### config.mk
export PLATFORM = sky130hd
export DESIGN_NAME = mult_seq
export DESIGN_NICKNAME = d
export VERILOG_FILES = /design/src/rtl/mult_seq.sv
export SDC_FILE = /design/constraint.sdc
export NUM_CORES = 1
export LEC_CHECK = 0
export BUFFER_PORTS_ARGS = -buffer_cell sky130_fd_sc_hd__buf_4
export CAP_MARGIN = 10
export CELL_PAD_IN_SITES_DETAIL_PLACEMENT = 0
export CELL_PAD_IN_SITES_GLOBAL_PLACEMENT = 2
export CORE_AREA = 2 2 108 100
export CTS_BUF_LIST = sky130_fd_sc_hd__clkbuf_16
export DETAILED_ROUTE_END_ITERATION = 10
export DIE_AREA = 0 0 110 102
export PLACE_DENSITY_LB_ADDON = 0.1
export SLEW_MARGIN = 10
export SYNTH_ARGS = -nofsm -noshare
export SYNTH_HDL_FRONTEND = slang
export SYNTH_SLANG_ARGS = --single-unit
### constraint.sdc
create_clock -name clk -period 2.62 [get_ports clk]
set_input_delay 0.262 -clock clk [delete_from_list [all_inputs] [get_ports clk]]
set_output_delay 0.262 -clock clk [all_outputs]
set_load 0.01 [all_outputs]
### src/rtl/mult_seq.sv
// Operand sequencer feeding a repeated-addition multiplier: queues (A,B) pairs,
// issues them one at a time and returns products in order. Optional watchdog: MULT_SEQ_WDOG_EN.
module mult_seq #(
    parameter int DATA_WIDTH = 8,
    parameter int FIFO_DEPTH = 4
) (
    input  logic                    clk,
    input  logic                    rst_b,
    input  logic                    in_valid,
    output logic                    in_ready,
    input  logic [DATA_WIDTH-1:0]   in_a,
    input  logic [DATA_WIDTH-1:0]   in_b,
    output logic                    mul_start,
    output logic [DATA_WIDTH-1:0]   mul_a,
    output logic [DATA_WIDTH-1:0]   mul_b,
    input  logic                    mul_rdy,
    input  logic [2*DATA_WIDTH-1:0] mul_p,
    output logic                    res_valid,
    input  logic                    res_ready,
    output logic [2*DATA_WIDTH-1:0] res_p,
    output logic                    busy,
    output logic                    err
);

    localparam int PW = $clog2(FIFO_DEPTH);
    localparam int CW = PW + 1;
    localparam logic [CW-1:0] FULL_CNT = CW'(FIFO_DEPTH);
    localparam logic [CW-1:0] CNT_ONE  = CW'(1);
    localparam logic [PW-1:0] PTR_ONE  = PW'(1);

    typedef enum logic {ST_IDLE, ST_WAIT} state_t;

    state_t                  r_state;
    state_t                  w_state_nxt;
    logic [DATA_WIDTH-1:0]   r_mem_a [FIFO_DEPTH];
    logic [DATA_WIDTH-1:0]   r_mem_b [FIFO_DEPTH];
    logic [PW-1:0]           r_wr_ptr;
    logic [PW-1:0]           r_rd_ptr;
    logic [CW-1:0]           r_count;
    logic                    r_first;
    logic                    r_res_valid;
    logic [2*DATA_WIDTH-1:0] r_res_p;
    logic                    w_push;
    logic                    w_pop;
    logic                    w_nonempty;
    logic                    w_capture;

    assign in_ready   = (r_count != FULL_CNT);
    assign w_nonempty = (r_count != '0);
    assign w_push     = in_valid & in_ready;
    assign w_pop      = mul_start;
    assign mul_a      = r_mem_a[r_rd_ptr];
    assign mul_b      = r_mem_b[r_rd_ptr];
    assign res_valid  = r_res_valid;
    assign res_p      = r_res_p;
    assign busy       = w_nonempty | (r_state == ST_WAIT) | r_res_valid;

`ifdef MULT_SEQ_WDOG_EN
    localparam int WDW = DATA_WIDTH + 1;
    // Counter value in the last allowed WAIT cycle (2^W+4 WAIT cycles total).
    localparam logic [WDW-1:0] WDOG_LAST = WDW'((1 << DATA_WIDTH) + 3);
    logic [WDW-1:0] r_wdog;
    logic           r_err;
    logic           w_timeout;
`endif

    always_comb begin
        w_state_nxt = r_state;
        mul_start   = 1'b0;
        w_capture   = 1'b0;
`ifdef MULT_SEQ_WDOG_EN
        w_timeout   = 1'b0;
`endif
        case (r_state)
            ST_IDLE: begin
                if (w_nonempty && mul_rdy && (!r_res_valid || res_ready)) begin
                    mul_start   = 1'b1;
                    w_state_nxt = ST_WAIT;
                end
            end
            ST_WAIT: begin
                // The multiplier's rdy only drops one cycle after start.
                if (!r_first && mul_rdy) begin
                    w_capture   = 1'b1;
                    w_state_nxt = ST_IDLE;
                end
`ifdef MULT_SEQ_WDOG_EN
                else if (r_wdog == WDOG_LAST) begin
                    w_timeout   = 1'b1;
                    w_state_nxt = ST_IDLE;
                end
`endif
            end
            default: w_state_nxt = ST_IDLE;
        endcase
    end

    always_ff @(posedge clk or negedge rst_b) begin
        if (!rst_b) begin
            r_state <= ST_IDLE;
            r_first <= 1'b0;
        end else begin
            r_state <= w_state_nxt;
            r_first <= mul_start;
        end
    end

    always_ff @(posedge clk) begin
        if (w_push) begin
            r_mem_a[r_wr_ptr] <= in_a;
            r_mem_b[r_wr_ptr] <= in_b;
        end
    end

    always_ff @(posedge clk or negedge rst_b) begin
        if (!rst_b) begin
            r_wr_ptr <= '0;
            r_rd_ptr <= '0;
            r_count  <= '0;
        end else begin
            if (w_push) r_wr_ptr <= r_wr_ptr + PTR_ONE;
            if (w_pop)  r_rd_ptr <= r_rd_ptr + PTR_ONE;
            case ({w_push, w_pop})
                2'b10:   r_count <= r_count + CNT_ONE;
                2'b01:   r_count <= r_count - CNT_ONE;
                default: r_count <= r_count;
            endcase
        end
    end

    always_ff @(posedge clk or negedge rst_b) begin
        if (!rst_b) begin
            r_res_valid <= 1'b0;
            r_res_p     <= '0;
        end else if (w_capture) begin
            r_res_valid <= 1'b1;
            r_res_p     <= mul_p;
        end else if (res_ready) begin
            r_res_valid <= 1'b0;
        end
    end

`ifdef MULT_SEQ_WDOG_EN
    always_ff @(posedge clk or negedge rst_b) begin
        if (!rst_b) begin
            r_wdog <= '0;
            r_err  <= 1'b0;
        end else begin
            r_wdog <= (r_state == ST_WAIT) ? r_wdog + WDW'(1) : '0;
            r_err  <= r_err | w_timeout;
        end
    end
    assign err = r_err;
`else
    assign err = 1'b0;
`endif

endmodule

==> impl_metrics.toml <==
[status]
status = "completed"

[die]
die_w_um = 110
rows = 35
ios = 74
initial_core_util = 0.345
die_h_um = 102
dieArea_um2 = 11200
core_area_um2 = 10000

[yosys]
synth_compound_area_frac = 0.00217
synth_warnings = 0
synth_mux_area_frac = 0.164
synth.area.top_cells = "edfxtp_1 (56%), dfrtp_1 (19%), mux4_2 (10%)"
synth_fa_ha_area_frac = 0.0239
synth_common_cells = "edfxtp_1 (64), dfrtp_1 (26), mux2_2 (16), mux4_2 (16), inv_1 (8)"
synthFlopType = "edfxtp_1"
synthArstFlopShare = 0.289
synth_xor_xnor_area_share = 0.0152
synth_cells = 168
yosys.area_share.simple = 0.0304
synth_area_um2 = 3460
synth_top_family_by_area = "multiplexers"
syn_nets = 211
synth-seq-cells = 90
synth.most_common_cell = "edfxtp_1"
synth.top_cell.area_share = 0.556
yosysTopAreaCell = "edfxtp_1"
synth_edf_count = 64
yosysUniqueCellTypes = 26
synth_area_per_cell_um2 = 20.6
seq_area_frac_synth = 0.744

[routing]
viasPerCell = 4.56
met2_length_um = 3000
drt_iter0_drc = 66
firstDrtPassIters = 4
drt_wl_total_um = 6200
route.layer.met1.wl_um = 2870
ant_nets = 0
drc = 0
highest_layer = "met4"
wl_per_cell_um = 16.3
dr_total_vias = 1738
dr_wl_met3_um = 285

[placement]
gp_congestion = 0.653
io_buffers = 72
dp_hpwl_um = 4100

[clock_tree]
cts_tree = "yes"
cts_sinks = 90
htreeDepth = 3
path_clk_slew_ns = 0.06
clockBufferDepth = 2
numCtsBuffers = 9
cts_root_buffer = "clkbuf_16"
clock_latency_ns = 0.32

[setup_path]
r2r_cells = 9
startpoint_type = "register"
crit_start = "r_count[0]"
cp_max_fo = 6
required_ns = 2.86
reg2reg_from = "r_count[0]"
critPathCaptureType = "register"
endpoint = "r_count[2]"
rrSetupSlack_ns = 0.48
cp.arrival_ns = 2.39
crit_type = "reg2reg"
r2r_end = "r_count[2]"

[layout]
area_growth_pct = 28.6
num_antenna_cells = 0
drive_gt1_frac = 0.488
fillers = 898
finish.net_count = 290

[sta]
hold_viol = 0
finalMaxSlewViolations = 0
rsz0062_at_grt = "no"
fin_skew_ns = 0.00805
period_needed_ns = 2.14
fmax_ghz = 0.467
tns_ns = 0
fin_crit_sh = 0.818
worst_hold_slack_ns = 0.134
setup_viol = 0
tightest_slew_ns = 0.909
maxSlewHeadroom = 0.394

[power]
leakagePower_nw = 1.74
total_power_w = 0.00513
power.density_nw_per_um2 = 1150
vdd_drop_max_v = 0.000565

[grt]
grt-ovfl-total = 0
grt_pass1_vias = 1747
grt_max_degree = 27
antenna_found_initial = 0
grt_pass1_wl_um = 9230
grt_usage = 0.114

[worst_hold_path]
hp-class = "in2reg"

[flow_run]
cap_violations = 0
## layout make-up
type / instances / area (um2) / area share
timing repair buffer: 74 / 571 / 0.128
sequential: 90 / 2570 / 0.579
clock buffer: 9 / 225 / 0.0507
inverter: 8 / 30.0 / 0.00675
tap: 129 / 161 / 0.0363
clock inverter: 7 / 68.8 / 0.0155
multi-input combinational: 64 / 817 / 0.184
## registers in the layout, indices dropped and copies added, names as in the netlist
signal	cells
r_count	3
r_first	1
r_mem_a	32
r_mem_b	32
r_rd_ptr	2
r_state	1
r_wr_ptr	2
res_p	16
res_valid	1
## metrics by stage
step	setup WS, ns	utilization	std cells	cell area (um2)
floorplan	0.559	-	168	3460
global placement	0.498	0.413	364	4140
detailed placement	0.498	0.413	364	4140
CTS	0.457	0.443	381	4450
global route	0.319	0.443	381	4450
finish	0.477	0.443	381	4450
## layer usage
metal  up-vias  global-route usage
met4         0              0.0409
met3         4              0.0344
met5         -                   0
met1       898               0.155
met2        34               0.175
li1        802                   -
## cells in the final DEF, fill, tap and decap left out, types with 2 or more instances in the layout
cell type	count
buf_4	72
edfxtp_1	64
dfrtp_1	26
mux4_2	16
mux2_2	16
inv_1	9
clkbuf_16	9
ha_1	5
and3_1	4
xnor2_1	4
clkinvlp_4	3
or3_1	2
nand3_1	2
xor2_1	2
## worst min path at each step
| stage | start | endpoint | slack (ns) | cells past startpoint |
|---|---|---|---|---|
| final | in_a[5] | r_mem_a[3][5] | 0.13 | 1 |
| after global routing | in_a[5] | r_mem_a[1][5] | 0.12 | 1 |
| after CTS | in_a[5] | r_mem_a[2][5] | 0.12 | 1 |
| after detailed placement | rst_b | res_p[3] | 0.20 | 1 |
| after global placement | rst_b | res_p[3] | 0.20 | 1 |
| after floorplan | rst_b | r_count[0] | -0.03 | 0 |
## power by group
group / internal, W / switching [W]
Combinational: 0.000958 / 0.000743
Sequential: 0.00196 / 0.000232
Clock: 0.000735 / 0.000500
## logic make-up (layout without fill, tap and decap cells)
kind of cell / after synthesis / in the layout
xor gates and xnor gates: 6 / 6
adders and majority gates: 6 / 6
and+or+nand+nor: 16 / 16
DFF: 90 / 90
buffers and inverters: 14 / 98
AOI/OAI and AO/OA: 1 / 1
muxes: 34 / 34
other: 1 / 1
## critical path, stage by stage (launching register included)
cell and delay (ns):
dfrtp_1 0.42, or3b_4 0.42, and2_4 0.19, inv_1 0.05, ha_1 0.16, inv_1 0.06
fa_1 0.37, xor2_1 0.15, nor2_1 0.11, xor2_1 0.15
## what timing repair did
action,in CTS,in global routing
buffers inserted,0,0
hold buffers,1,0
resized for setup,0,0
endpoints found under the hold margin,26,0
Note: power is estimated with default switching activity, not from simulation.
